### src/rtl/puf_scan_unlock_seq.sv
// ---------------------------------------------------------------------------
// puf_scan_unlock_seq
//
// Purpose:
//   Runs an unlock sequence against an external ring-oscillator PUF core.
//   NUM_CHAL challenges (base, base+1, ... modulo 2^CHAL_W) go out one at a
//   time on a req/valid handshake. The responses are XOR-folded into a
//   target count, which is clamped up to MIN_COUNT. The block then counts
//   from 0 up to that target and raises scan_enable / count_done.
//   Each challenge has a response timeout. A timeout raises a sticky err
//   and parks the sequence in ERROR. abort returns the block to IDLE from
//   any state.
//
// Optional build macro:
//   PUF_SCAN_LOCKOUT_EN - adds a 2-bit saturating count of consecutive
//   ERROR entries. The third consecutive ERROR freezes the block: err stays
//   high, scan_enable stays low, and start/abort are ignored until rst_n.
//   This build adds the `locked` output.
//
// Ports:
//   clk            in   clock
//   rst_n          in   asynchronous active-low reset
//   start          in   one-cycle pulse; starts a sequence from IDLE/DONE/ERROR
//   abort          in   returns to IDLE from any state (highest priority)
//   base_challenge in   first challenge value (CHAL_W)
//   puf_req        out  one-cycle request to the PUF core
//   puf_challenge  out  challenge presented to the PUF (CHAL_W)
//   puf_response   in   PUF response (RESP_W)
//   puf_valid      in   response valid qualifier
//   target_count   out  folded and clamped target (CNT_W)
//   current_count  out  running counter (CNT_W)
//   scan_enable    out  scan unlock
//   count_done     out  sequence completed
//   busy           out  high while requesting, waiting, folding or counting
//   err            out  sticky timeout error
//   locked         out  (PUF_SCAN_LOCKOUT_EN only) permanent lockout
// ---------------------------------------------------------------------------
module puf_scan_unlock_seq #(
    parameter int RESP_W    = 16,
    parameter int CHAL_W    = 5,
    parameter int NUM_CHAL  = 4,
    parameter int CNT_W     = 16,
    parameter int MIN_COUNT = 16,
    parameter int TIMEOUT   = 255
) (
    input  logic              clk,
    input  logic              rst_n,
    input  logic              start,
    input  logic              abort,
    input  logic [CHAL_W-1:0] base_challenge,
    output logic              puf_req,
    output logic [CHAL_W-1:0] puf_challenge,
    input  logic [RESP_W-1:0] puf_response,
    input  logic              puf_valid,
    output logic [CNT_W-1:0]  target_count,
    output logic [CNT_W-1:0]  current_count,
    output logic              scan_enable,
    output logic              count_done,
    output logic              busy,
    output logic              err
`ifdef PUF_SCAN_LOCKOUT_EN
    ,
    output logic              locked
`endif
);

    // Index register is sized for the largest legal NUM_CHAL (16).
    localparam int IDX_W = 5;
    localparam int TMR_W = (TIMEOUT < 2) ? 1 : $clog2(TIMEOUT + 1);

    localparam logic [IDX_W-1:0] LAST_IDX = IDX_W'(NUM_CHAL - 1);
    localparam logic [TMR_W-1:0] TMR_LAST = TMR_W'(TIMEOUT - 1);
    localparam logic [CNT_W-1:0] MIN_TGT  = CNT_W'(MIN_COUNT);

    typedef enum logic [2:0] {
        ST_IDLE  = 3'd0,
        ST_REQ   = 3'd1,
        ST_WAIT  = 3'd2,
        ST_FOLD  = 3'd3,
        ST_COUNT = 3'd4,
        ST_DONE  = 3'd5,
        ST_ERROR = 3'd6
    } state_t;

    // Low CNT_W bits of the folded accumulator, raised to at least MIN_COUNT.
    function automatic logic [CNT_W-1:0] clamp_target(input logic [RESP_W-1:0] acc);
        logic [CNT_W-1:0] t;
        t = acc[CNT_W-1:0];
        return (t < MIN_TGT) ? MIN_TGT : t;
    endfunction

    state_t              state_r;
    logic [RESP_W-1:0]   acc_r;
    logic [IDX_W-1:0]    idx_r;
    logic [TMR_W-1:0]    timer_r;
    logic [CHAL_W-1:0]   base_r;

    logic [CHAL_W-1:0]   next_chal_s;
    logic                last_chal_s;
    logic                timer_exp_s;
    logic                count_end_s;
    logic                hold_s;

    // Challenge for the next request; the add wraps modulo 2^CHAL_W.
    assign next_chal_s = base_r + CHAL_W'(idx_r) + CHAL_W'(1);
    assign last_chal_s = (idx_r == LAST_IDX);
    // Timer value seen on the last permitted WAIT cycle.
    assign timer_exp_s = (timer_r == TMR_LAST);
    assign count_end_s = (current_count == (target_count - CNT_W'(1)));

`ifdef PUF_SCAN_LOCKOUT_EN
    logic [1:0] err_streak_r;
    logic       locked_r;
    logic       err_entry_s;
    logic       done_entry_s;

    // The same conditions the FSM uses to enter ERROR and DONE.
    assign err_entry_s  = !hold_s && !abort && (state_r == ST_WAIT) &&
                          !puf_valid && timer_exp_s;
    assign done_entry_s = !hold_s && !abort && (state_r == ST_COUNT) && count_end_s;
    assign hold_s       = locked_r;
    assign locked       = locked_r;

    // Consecutive-error streak; the third ERROR entry in a row locks the block.
    always_ff @(posedge clk or negedge rst_n) begin
        if (!rst_n) begin
            err_streak_r <= 2'd0;
            locked_r     <= 1'b0;
        end else if (done_entry_s) begin
            err_streak_r <= 2'd0;
            locked_r     <= locked_r;
        end else if (err_entry_s) begin
            err_streak_r <= (err_streak_r == 2'd3) ? 2'd3 : err_streak_r + 2'd1;
            locked_r     <= locked_r | (err_streak_r == 2'd2);
        end else begin
            err_streak_r <= err_streak_r;
            locked_r     <= locked_r;
        end
    end
`else
    assign hold_s = 1'b0;
`endif

    // Main sequencer. All outputs are registered here.
    always_ff @(posedge clk or negedge rst_n) begin
        if (!rst_n) begin
            state_r       <= ST_IDLE;
            acc_r         <= '0;
            idx_r         <= '0;
            timer_r       <= '0;
            base_r        <= '0;
            puf_req       <= 1'b0;
            puf_challenge <= '0;
            target_count  <= '0;
            current_count <= '0;
            scan_enable   <= 1'b0;
            count_done    <= 1'b0;
            busy          <= 1'b0;
            err           <= 1'b0;
        end else if (hold_s) begin
            // Locked out: frozen in ERROR until rst_n.
            state_r     <= ST_ERROR;
            puf_req     <= 1'b0;
            scan_enable <= 1'b0;
            count_done  <= 1'b0;
            busy        <= 1'b0;
            err         <= 1'b1;
        end else if (abort) begin
            // Abort beats start and puf_valid in the same cycle.
            state_r       <= ST_IDLE;
            acc_r         <= '0;
            idx_r         <= '0;
            timer_r       <= '0;
            puf_req       <= 1'b0;
            puf_challenge <= '0;
            target_count  <= '0;
            current_count <= '0;
            scan_enable   <= 1'b0;
            count_done    <= 1'b0;
            busy          <= 1'b0;
            err           <= 1'b0;
        end else begin
            case (state_r)
                ST_IDLE, ST_DONE, ST_ERROR: begin
                    if (start) begin
                        acc_r         <= '0;
                        idx_r         <= '0;
                        timer_r       <= '0;
                        base_r        <= base_challenge;
                        puf_challenge <= base_challenge;
                        puf_req       <= 1'b1;
                        current_count <= '0;
                        scan_enable   <= 1'b0;
                        count_done    <= 1'b0;
                        err           <= 1'b0;
                        busy          <= 1'b1;
                        state_r       <= ST_REQ;
                    end else begin
                        state_r <= state_r;
                    end
                end

                ST_REQ: begin
                    // The request is a single-cycle pulse. A valid seen
                    // here is ignored.
                    puf_req <= 1'b0;
                    timer_r <= '0;
                    state_r <= ST_WAIT;
                end

                ST_WAIT: begin
                    if (puf_valid) begin
                        acc_r   <= acc_r ^ puf_response;
                        timer_r <= '0;
                        if (last_chal_s) begin
                            state_r <= ST_FOLD;
                        end else begin
                            idx_r         <= idx_r + IDX_W'(1);
                            puf_challenge <= next_chal_s;
                            puf_req       <= 1'b1;
                            state_r       <= ST_REQ;
                        end
                    end else if (timer_exp_s) begin
                        err     <= 1'b1;
                        busy    <= 1'b0;
                        state_r <= ST_ERROR;
                    end else begin
                        timer_r <= timer_r + TMR_W'(1);
                    end
                end

                ST_FOLD: begin
                    target_count  <= clamp_target(acc_r);
                    current_count <= '0;
                    state_r       <= ST_COUNT;
                end

                ST_COUNT: begin
                    // DONE is entered on the edge that makes current_count
                    // equal to the target, so COUNT lasts target_count cycles.
                    if (count_end_s) begin
                        current_count <= target_count;
                        scan_enable   <= 1'b1;
                        count_done    <= 1'b1;
                        busy          <= 1'b0;
                        state_r       <= ST_DONE;
                    end else begin
                        current_count <= current_count + CNT_W'(1);
                    end
                end

                default: begin
                    state_r     <= ST_IDLE;
                    puf_req     <= 1'b0;
                    scan_enable <= 1'b0;
                    count_done  <= 1'b0;
                    busy        <= 1'b0;
                end
            endcase
        end
    end

endmodule

### config.mk
export PLATFORM = sky130hd
export DESIGN_NAME = puf_scan_unlock_seq
export DESIGN_NICKNAME = d
export VERILOG_FILES = /design/src/rtl/puf_scan_unlock_seq.sv
export SDC_FILE = /design/constraint.sdc
export NUM_CORES = 1
export LEC_CHECK = 0
export ABC_AREA = 1
export BUFFER_PORTS_ARGS = -buffer_cell sky130_fd_sc_hd__buf_2
export CORE_UTILIZATION = 59
export CTS_BUF_LIST = sky130_fd_sc_hd__clkbuf_16
export DETAILED_ROUTE_END_ITERATION = 6
export PLACE_DENSITY = 0.81
export SLEW_MARGIN = 20
export SYNTH_ARGS = -nofsm -noshare
export SYNTH_HDL_FRONTEND = slang
export SYNTH_SLANG_ARGS = --single-unit
### constraint.sdc
create_clock -name clk -period 2.18 [get_ports clk]
set_input_delay 0.436 -clock clk [delete_from_list [all_inputs] [get_ports clk]]
set_output_delay 0.436 -clock clk [all_outputs]
set_load 0.05 [all_outputs]
======== Yosys cells after proc, flatten, opt, wreduce, memory -nomap -nowiden ========
Cells that the tools add are included.
storage, ports and cells
  flip-flop bits (word level) ............. 78
  output and inout port bits .............. 42
  input port bits ......................... 26
  logic and storage cells ................. 110
cells by class
  $add $sub $neg .......................... 6
  equal/unequal tests ..................... 20
  $lt $le $gt $ge ......................... 1
  bitwise gates (word level) .............. 2
  muxes and demuxes ....................... 50
  reductions and logical operators ........ 19
operators with widths
  cell                                                                   number
  16-bit two-way mux                                                     8
  16-bit one-hot mux with 3 select lines                                 1
  5-bit two-way mux                                                      8
  8-bit two-way mux                                                      4
  16-bit one-hot mux with 2 select lines                                 1
  8-bit one-hot mux with 3 select lines                                  1
  5-bit one-hot mux with 2 select lines                                  2
  3-bit != test, second input constant                                   6
  16-bit by 1-bit adder with 16-bit output, second input constant        1
  16-bit == test                                                         1
  16-bit by 5-bit < comparator with 1-bit output, second input constant  1
  16-bit by 1-bit subtractor with 16-bit output, second input constant   1
  16-bit XOR                                                             1
  3-bit two-way mux                                                      5
  3-bit one-hot mux with 5 select lines                                  1
  3-bit AND reduction                                                    5
  1-bit two-way mux                                                      14
  4-bit AND reduction                                                    3
  5-bit by 1-bit adder with 5-bit output, second input constant          2
  3-bit == test, second input constant                                   3
  8-bit by 1-bit adder with 8-bit output, second input constant          1
  8-bit == test, second input constant                                   1
  4-bit != test, second input constant                                   2
  4-bit nonzero test                                                     2
  other kinds (17)                                                       23

======== Depth between registers and ports, before layout ========
Gate-level depths: netlist of run 1.
  depth after elaboration ................. 6
  gate-level depth with buffers ........... 17

======== Least setup slack after synthesis of run 1 ========
No wires, ideal clock.
  kind .................................... reg2reg
  from .................................... reg target_count[1]
  to ...................................... reg current_count[3]
  stages on the path, launching flop included .. 15
  data required time ...................... 2.052 ns
  setup time .............................. 0.128 ns
  slack ................................... -0.071 ns
  period minus slack after synthesis ...... 2.251 ns
  data arrival time ....................... 2.124 ns
  path through ............................ dfrtp_1 inv_1 ha_1 inv_1 nand2_1 nand2_1 nor2_1 nand3_1 nor2_1 nand2_1 nor2_2 nand4_4 buf_2 nor2_1 o21ai_0
between the ends
  longest elaborated chain between the ends .. 5
ends and longest elaborated chain
  what                                           RTL line  source
  from (decl)                                    55        output logic [CNT_W-1:0] target_count,
  from (signal assigned)                         233       target_count <= clamp_target(acc_r);
  16-bit by 1-bit subtractor with 16-bit output  109       assign count_end_s = (current_count == (target_count - CNT_W'(1)));
  16-bit == test                                 109
  16-bit two-way mux                             241       if (count_end_s) begin
  16-bit one-hot mux with 3 select lines         183       case (state_r)
  16-bit two-way mux                             168       end else if (abort) begin
  to (signal assigned)                           242       current_count <= target_count;
  to (signal assigned)                           248       current_count <= current_count + CNT_W'(1);
  to (decl)                                      56        output logic [CNT_W-1:0] current_count,
No other way between the ends.
A chain may end at the register's enable or synchronous reset.

======== Worst setup path after layout of run 1 ========
  from .................................... reg target_count[2]
  to ...................................... reg current_count[6]
The elaborated chain is that of the path after synthesis.

==> summary.md, run 1 <==
| Metric | Value |
|---|---|
| Count of cell types in the netlist | 47 |
| Gr ovfl total | 0 |
| Final Slew Violations | 0 |
| Clock power frac | 24.5% |
| Max-cap viol count | 0 |
| TritonCTS Buffers | 9 |
| Die height | 95.46 um |
| Unrepaired setup endpoints after global routing | true |
| DRT iter0 DRCs | 263 |
| Worst r2r path cells | 12 |
| Final min period | 2.170 ns |
| Synthesized instance count | 680 |
| Synth area leader | dfrtp_1 |
| DP Area | 0.005669 sq mm |
| Post-route cell area | approximately 0.0063 sq mm |
| Clock slew at reported path FFs | approximately 0.07 ns |
| Top cell type's share of synthesized area | a little under two fifths |
| Largest net degree at the start of global routing | 52 |
| Synth Cell Area | between 0.005 and 0.006 sq mm |
| Vias | a little under 5000 |
| Max Fclk | 460.9 MHz |
| Vias in the first global route | 4737 |
| Sequential share of power | just under 30% |
| Mean area per synthesized cell | 7.579 sq um |
| Critical R2R Launch | target_count[2]$_DFFE_PN0N_ |
| Net Count, Synth | 716 |
| Initial Utilization | 61.79% |
| Die area | ~0.0091 sq mm |
| Syn. warnings | 0 |
| Die width | 95.46 um |
| Drt drc | 0 |
| Worst rel slew slack | 56.34% |
| Hold Vio Cnt, Final | 0 |
| Post-DP HPWL | approximately 9200 um |
| Row count | 33 |
| Critical Path RT | between 2 and 2.5 ns |
| Comb power frac | 45.9% |
| Detailed Route WL | 13600 um |
| Drt first pass iters | 5 |
| Worst Path Max Fanout | 11 |
| Final Net Count | 800 |
| Worst Max-Slew Pin Slew | 0.6499 ns |
| Switching power | 2748 uW |
| Setup crit start kind | flip-flop |
| Layout cell share with drive strength beyond 1 | 27.57% |
| Crit end category | flip-flop |
| Antenna violations before repair | 0 |
| IO Port Bufs | 67 |
| Post-layout util | 74.96% |
| I/O Pins | between 60 and 70 |
| VDD IR max | 1.012 mV |
| Vias/cell | roughly 5.6 |
| Seq/Total Area, Yosys | 37.87% |
| PD cells | 1002 mW/mm^2 |
| Routed wire length per instance | 15.57 um |
| R2r endpoint | current_count[6]$_DFFE_PN0P_ |
| ANT cells | 0 |
| Clk sinks | 78 |
| Static Leak | between 0.003 and 0.004 uW |
| Ratio of final minimum period to clock period | about 100% |
| Htree depth | 3 |
| Bufs on Longest Clock Path | 2 |
| Total GRT Usage | 29.92% |
| Routed Antenna Nets | 0 |
| Core ar. | 0.008341 sq mm |
| Worst Hold Class | primary input to async pin |
| Final count of negative-setup-slack endpoints | 0 |
| Crit path kind | flip-flop to flip-flop |
| Crit path arrival time | approximately 2.4 ns |
| Clock skew | 0.01033 ns |
| First-pass GRT wire length | 21000 um |
| CTS tree | yes |
| Root Buffer | clkbuf_16 |
| Synth-to-layout area growth | 21.32% |
| Int Pwr | around 3500 uW |
| Synth top area cells | dfrtp_1 (38%), nand2_1 (11%), inv_1 (7.1%) |
| Status | completed |
| R2r setup slk | 0.01 ns |
| Switching Share | between 40% and 50% |
| FF+latch count, synth | 78 |
| Clk_lat worst skew | 0.34 ns |
| Post-route setup TNS | 0 ns |
| Hold buffers post-CTS | 0 |
| Placer Congestion | 0.8898 |
==> cells in the final DEF, fill, tap and decap left out, types with 5 or more instances in the layout <==
| cell | instances |
|---|---|
| nor2_1 | 47 |
| nand3_2 | 6 |
| inv_2 | 8 |
| nor3b_2 | 14 |
| nor2_2 | 12 |
| ha_1 | 8 |
| dfrtp_2 | 6 |
| nand2_1 | 131 |
| nand2_2 | 23 |
| nand4_1 | 19 |
| o22ai_1 | 11 |
| buf_2 | 66 |
| nor2_4 | 10 |
| buf_4 | 19 |
| inv_1 | 96 |
| xnor2_1 | 5 |
| nor3_1 | 23 |
| dfrtp_1 | 72 |
| nand3_1 | 39 |
| o21ai_1 | 23 |
| nand2_4 | 8 |
| xor2_1 | 18 |
| o21ai_0 | 28 |
| clkbuf_16 | 11 |
| a21oi_1 | 16 |
==> worst max-delay path by stage <==
stage | startpoint | endpoint | slack, ns | cells after the start
floorplan | current_count[1]$_DFFE_PN0P_ | current_count[12]$_DFFE_PN0P_ | 0.05 | 10
global placement | target_count[0]$_DFFE_PN0N_ | state_r[2]$_DFFE_PN0P_ | 0.10 | 13
detailed placement | target_count[0]$_DFFE_PN0N_ | state_r[2]$_DFFE_PN0P_ | 0.01 | 13
CTS | target_count[0]$_DFFE_PN0N_ | state_r[2]$_DFFE_PN0P_ | 0.0009 | 13
global route | target_count[2]$_DFFE_PN0N_ | state_r[2]$_DFFE_PN0P_ | -0.16 | 12
finish | target_count[2]$_DFFE_PN0N_ | current_count[6]$_DFFE_PN0P_ | 0.01 | 12
==> per-stage QoR <==
stage                     hold slack (ns)  instances  setup WS, ns  total power, uW
after floorplan                    0.1404        680       0.05152             3957
after global placement             0.3918        849        0.1046             4500
after detailed placement           0.3900        849       0.01158             4592
after CTS                         0.03040        865     0.0008931             6140
after global routing              0.04809        874       -0.1594             6642
final                             0.01494        874       0.01020             6267
==> timing repair <==
item | 4_1_cts | 5_1_grt
gates resized for setup | 0 | 59
setup buffers | 0 | 6
endpoints found under the setup margin | 0 | 44
==> cells by family (layout without fill, tap and decap cells) <==
group           count (synthesis)  after routing  synth area share, %
simple gates                  351            351                35.28
buf+inv                       126            214                10.10
compound gates                 90             91                9.857
flops                          78             78                37.87
xor+xnor                       23             23                3.909
fa+ha+maj                      10             10                2.573
mux                             2              2               0.4127
==> power groups by stage <==
stage	Clock, uW	Sequential (uW)	Combinational [uW]
floorplan	0	2090	1870
global placement	0	1860	2640
detailed placement	0	1870	2720
CTS	1540	1850	2750
global route	1600	1880	3160
finish	1540	1850	2880
==> synthesized netlist by cell type (all sizes together) <==
cell,instances
ha,9
nor4,2
nor3,27
or2,1
mux2,1
o211ai,1
o21ai,55
a211oi,1
nand2,162
nor2,72
o32ai,4
a21oi,16
inv,106
clkbuf,4
xnor2,5
buf,14
clkinv,2
o22ai,11
a32o,1
a2bb2oi,1
nand4,20
mux2i,1
fa,1
dfrtp,78
nand3,46
nor3b,17
xor2,18
nand3b,4
==> critical path, stage by stage, from the launching register on <==
cell	delay [ns]
dfrtp_2	0.42
nor2_1	0.15
nand2_2	0.17
nor2_4	0.20
nand3_1	0.14
nand2_1	0.11
nand2_2	0.09
nor2_8	0.15
nand4_4	0.21
clkbuf_16	0.24
nand2_2	0.06
nand2_2	0.04
o21ai_1	0.12
==> registers in the layout, summed over array words and instances (netlist names) <==
name,count
timer_r,8
busy,1
state_r,3
puf_challenge,5
acc_r,16
base_r,5
puf_req,1
target_count,16
idx_r,5
err,1
current_count,16
count_done,1
==> final cells by class <==
class | count | area [sq um]
clock inverters | 7 | 71.32
clock buffers | 9 | 225.2
multi-input cells | 477 | 2870
repair buffers | 90 | 583.1
well taps | 105 | 131.4
fillers | 617 | 2088
inverters | 108 | 411.6
flip-flops and latches | 78 | 1959
==> per-layer routing <==
layer / wire length (um) / vias to the layer above / track usage, %
met5: 0 / - / 0
met4: 535 / 0 / 16.29
met3: 673 / 45 / 4.067
met2: 6881 / 179 / 53.69
met1: 5514 / 2319 / 34.21
li1: - / 2372 / -
Note: power is estimated with default switching activity, not from simulation.
==> run 2: changes to the inputs <==
- CORE_ASPECT_RATIO: not set -> 0.5
==> summary.md, run 2 (synthesized netlist as in run 1, its figures left out) <==
| Metric | Value |
|---|---|
| Initial Utilization | 62.62% |
| Most frequent cells in the layout | nand2_1 (140), inv_1 (96), dfrtp_1 (73) |
| Bufs on Longest Clock Path | 2 |
| Critical Path RT | about 2.4 ns |
| Final min period | 2.110 ns |
| Worst Hold Class | primary input to async pin |
| DP Worst Slack | 0.03315 ns |
| Die height | 68.09 um |
| Post-DP HPWL | 8974 um |
| DP Area | 0.005695 sq mm |
| Hold buffers post-CTS | 0 |
| CTS tree | yes |
| Unrepaired setup endpoints after global routing | true |
| Htree depth | 3 |
| Die width | approximately 130 um |
| PD cells | approximately 990 mW/mm^2 |
| I/O Pins | slightly below 70 |
| Worst Path Max Fanout | 7 |
| Clk sinks | 78 |
| Clock power frac | 22.1% |
| Layout cell share with drive strength beyond 1 | approximately 26% |
| Status | completed |
| Final count of negative-setup-slack endpoints | 0 |
| Final Net Count | 801 |
| Vias in the first global route | ~4300 |
| Crit end category | flip-flop |
| Drt drc | 0 |
| Switching power | between 2000 and 3000 uW |
| Drt first pass iters | 5 |
| Crit path kind | flip-flop to flip-flop |
| Row count | 23 |
| Placer Congestion | ~0.93 |
| Gr ovfl total | 0 |
| TritonCTS Buffers | 9 |
| Post-route cell area | 0.006152 sq mm |
| Core ar. | 0.008230 sq mm |
| Comb power frac | 47.4% |
| Root Buffer | clkbuf_16 |
| Sequential share of power | 30.5% |
| Crit path arrival time | 2.33 ns |
| Worst rel slew slack | 52.37% |
| Switching Share | 44.30% |
| DRT iter0 DRCs | 340 |
| Vias | just under 5000 |
| Routed wire length per instance | 14.49 um |
| Routed Antenna Nets | 0 |
| ANT cells | 0 |
| Synth-to-layout area growth | 19.37% |
| Ratio of final minimum period to clock period | 96.80% |
| Static Leak | 0.003209 uW |
| Max-cap viol count | 0 |
| Antenna violations before repair | 0 |
| Clock skew | 0.007337 ns |
| Total GRT Usage | ~28% |
| Worst Max-Slew Pin Slew | approximately 0.7 ns |
| Detailed Route WL | 12760 um |
| Clock slew at reported path FFs | approximately 0.06 ns |
| Most common cell after layout, fill and taps aside | nand2_1 |
| Final worst slack | around 0.070 ns |
| Clk_lat worst skew | 0.34 ns |
| Vias/cell | 5.498 |
| Max Fclk | 473.9 MHz |
| Setup crit start kind | flip-flop |
| IO Port Bufs | 67 |
| Final Slew Violations | 0 |
| VDD IR max | 0.7530 mV |
| Int Pwr | 3384 uW |
| First-pass GRT wire length | 19880 um |
| Die area | slightly above 0.009 sq mm |
| Largest regs | acc_r x16, current_count x16, target_count x16 |
| Hold Vio Cnt, Final | 0 |
| Largest net degree at the start of global routing | 43 |
## run 2: power groups by stage
| stage | combinational [uW] | sequential, uW | clock, uW |
|---|---|---|---|
| floorplan | 1870 | 2090 | 0 |
| global placement | 2690 | 1860 | 0 |
| detailed placement | 2760 | 1870 | 0 |
| CTS | 2780 | 1840 | 1360 |
| global route | 3170 | 1880 | 1410 |
| finish | 2880 | 1850 | 1340 |
## run 2: final timing paths
check,from,slack [ns],depth (start not counted),end
worst max-delay path,target_count[0]$_DFFE_PN0N_,0.07,15,busy$_DFFE_PN0P_
worst min-delay path,rst_n,0.08,1,puf_challenge[4]$_DFFE_PN0P_
worst max register to register,target_count[0]$_DFFE_PN0N_,0.07,15,busy$_DFFE_PN0P_
worst min register to register,busy$_DFFE_PN0P_,0.48,2,busy$_DFFE_PN0P_
max in group asynchronous,rst_n,1.53,2,timer_r[4]$_DFFE_PN0P_
min in group clk,base_challenge[3],0.35,3,base_r[3]$_DFFE_PN0P_
## run 2: final cells by class
class | instances | area [sq um]
multi-input combinational | 477 | 2795
fill | 634 | 2078
sequential | 78 | 1958
timing repair buffer | 91 | 590.6
inverter | 108 | 411.6
clock buffer | 9 | 225.2
tap | 112 | 140.1
clock inverter | 6 | 31.28
## run 2: metrics by stage
step	hold slack (ns)	std cells	util, %	power (uW)	setup TNS, ns
2_1_floorplan	0.1404	680	-	3957	0
3_3_place_gp	0.4623	860	69.20	4547	0
3_5_place_dp	0.4632	860	69.20	4624	0
4_1_cts	0.09743	875	72.32	5981	0
5_1_grt	0.1172	881	74.75	6455	-1.970
6_report	0.07992	881	74.75	6076	0
## run 2: layer usage
metal  routed length (um)  track usage, %  vias to the layer above
met5                    0               0                        -
met4                  185           8.848                        0
met3                  860           5.778                       22
met2                 5981           48.06                      173
met1                 5735           37.53                     2263
li1                     -               -                     2386
## run 2: worst max-delay path, cell delays in order (launching register included)
cell and delay (ns):
dfrtp_2 0.42, inv_4 0.08, ha_4 0.17, nand2_2 0.08, nor2_2 0.11, nand2_1 0.07
nand2_1 0.07, nand2_1 0.06, nor2_2 0.10, nand2_1 0.08, nor2_2 0.15, nand4_4 0.20
nand2_4 0.19, nand3_1 0.11, nand2_1 0.07, nand2_1 0.05
## run 2: what timing repair did
| item | CTS | global route |
|---|---|---|
| resized for setup | 0 | 41 |
| endpoints found under the setup margin | 0 | 43 |
| buffers inserted | 0 | 3 |
==> run 3: changes to the inputs <==
- CORE_MARGIN: not set -> 2
==> summary.md, run 3 (synthesized netlist as in run 1, its figures left out) <==
| Metric | Value |
|---|---|
| Status | completed |
| Hold buffers post-CTS | 0 |
| Most frequent cells in the layout | nand2_1 (145), inv_1 (97), dfrtp_1 (75) |
| TritonCTS Buffers | 9 |
| Initial Utilization | 60.01% |
| Post-DP HPWL | just over 9000 um |
| Layout cell share with drive strength beyond 1 | 23.92% |
| Crit-path cells | inv_4, ha_4, inv_2, nand2_1, nand2_1, nor2_1, nand3_1, nor2_2, nand2_1, nor2_2, nand4_4, buf_12, nand2_1, nand2_1, o21ai_1 |
| First-pass GRT wire length | 20870 um |
| CP dominant cell by count | nand2_1 |
| Antenna violations before repair | 0 |
| Worst Max-Slew Pin Slew | 0.6547 ns |
| I/O Pins | 68 |
| Worst Path Max Fanout | 23 |
| Root Buffer | clkbuf_16 |
| Clk sinks | between 70 and 80 |
| Crit end category | flip-flop |
| Setup crit start kind | flip-flop |
| Crit path arrival time | 2.35 ns |
| Largest regs | acc_r x16, current_count x16, target_count x16 |
| Max Fclk | between 400 and 500 MHz |
| VDD IR max | 0.7158 mV |
| DRT iter0 DRCs | 334 |
| Total GRT Usage | 27.82% |
| Max-cap viol count | 0 |
| Clock slew at reported path FFs | 0.06 ns |
| Unrepaired setup endpoints after global routing | true |
| Final count of negative-setup-slack endpoints | 0 |
| Synth-to-layout area growth | 17.75% |
| Bufs on Longest Clock Path | 2 |
| Gr ovfl total | 0 |
| Routed wire length per instance | 14.41 um |
| ANT cells | 0 |
| Routed Antenna Nets | 0 |
| Slowest-stage cell, CP | dfrtp_2 |
| Worst Hold Class | primary input to async pin |
| Buffers & Inverters on Critical Path | 3 |
| IO Port Bufs | 67 |
| Placer Congestion | between 0.9 and 1 |
| Final min period | 2.081 ns |
| Hold Slack | 0.03575 ns |
| Final worst slack | 0.09854 ns |
| Die height | 70.09 um |
| PD cells | 991.8 mW/mm^2 |
| Htree depth | 3 |
| Crit path kind | flip-flop to flip-flop |
| DP Worst Slack | -0.007012 ns |
| Row count | 24 |
| Final Net Count | 797 |
| Final Slew Violations | 0 |
| Drt drc | 0 |
| Core ar. | roughly 0.0086 sq mm |
| Delay-heaviest family, CP | simple AND/OR/NAND/NOR gates |
| Die area | between 0.009 and 0.01 sq mm |
| Die width | roughly 140 um |
| Critical Path RT | roughly 2.5 ns |
| Ratio of final minimum period to clock period | 95.48% |
| Vias | ~4800 |
| Detailed Route WL | approximately 13000 um |
| Vias in the first global route | 4523 |
| Vias/cell | around 5.5 |
| Drt first pass iters | 5 |
| Largest net degree at the start of global routing | between 40 and 50 |
| CP peak stage delay | 0.40 ns |
| Non-filler cells, final | approximately 880 |
| Worst rel slew slack | 56.35% |
| CTS tree | yes |
| Hold Vio Cnt, Final | 0 |
| Most common cell after layout, fill and taps aside | nand2_1 |
| Static Leak | 0.003171 uW |
| Clock skew | 0.002760 ns |
| Post-layout util | 70.66% |
| Placed Cells | around 860 |
| Clk_lat worst skew | 0.34 ns |
-- run 3: worst paths after layout --
path,startpoint,endpoint,slack (ns),depth (start not counted)
worst max-delay path,target_count[0]$_DFFE_PN0N_,current_count[2]$_DFFE_PN0P_,0.1,15
worst min-delay path,rst_n,puf_challenge[3]$_DFFE_PN0P_,0.04,1
worst max register to register,target_count[0]$_DFFE_PN0N_,current_count[2]$_DFFE_PN0P_,0.1,15
worst min register to register,base_r[3]$_DFFE_PN0P_,base_r[3]$_DFFE_PN0P_,0.49,2
max in group asynchronous,rst_n,current_count[7]$_DFFE_PN0P_,1.55,2
min in group clk,base_challenge[2],base_r[2]$_DFFE_PN0P_,0.35,2
-- run 3: layout make-up --
cell class                      count  area [sq um]
Multi-Input combinational cell    477          2780
Tap cell                          117         146.4
Sequential cell                    78          1956
Inverter                          108         411.6
Timing Repair Buffer               87         525.5
Fill cell                         692          2520
Clock buffer                        9         225.2
Clock inverter                      6         23.77
-- run 3: what timing repair did --
| action | in CTS | in global routing |
|---|---|---|
| setup endpoints to repair | 7 | 42 |
| cloned | 0 | 1 |
| pin swaps | 0 | 8 |
| gates resized for setup | 1 | 33 |
| setup buffers | 0 | 2 |
-- run 3: layer usage --
layer  vias up  share of wire (%)  track usage (%)
li1       2375                  -                -
met1      2301                 44            36.24
met2       145                 49            47.07
met3        26                5.9            5.301
met4         0                1.7            8.912
met5         -                  0                0
-- run 3: per-stage QoR --
stage / power [uW] / cell area [sq um] / TNS, ns
global placement: 4524 / 5694 / 0
floorplan: 3957 / 5156 / 0
finish: 6019 / 6068 / 0
global route: 6406 / 6068 / -1.035
detailed placement: 4604 / 5694 / -0.01074
CTS: 5926 / 5946 / -0.01090
-- run 3: power breakdown --
group / leakage (uW) / switching [uW] / internal, uW
logic: 0.00198 / 1910 / 941
clock network: 0.000134 / 568 / 741
registers: 0.00106 / 173 / 1680
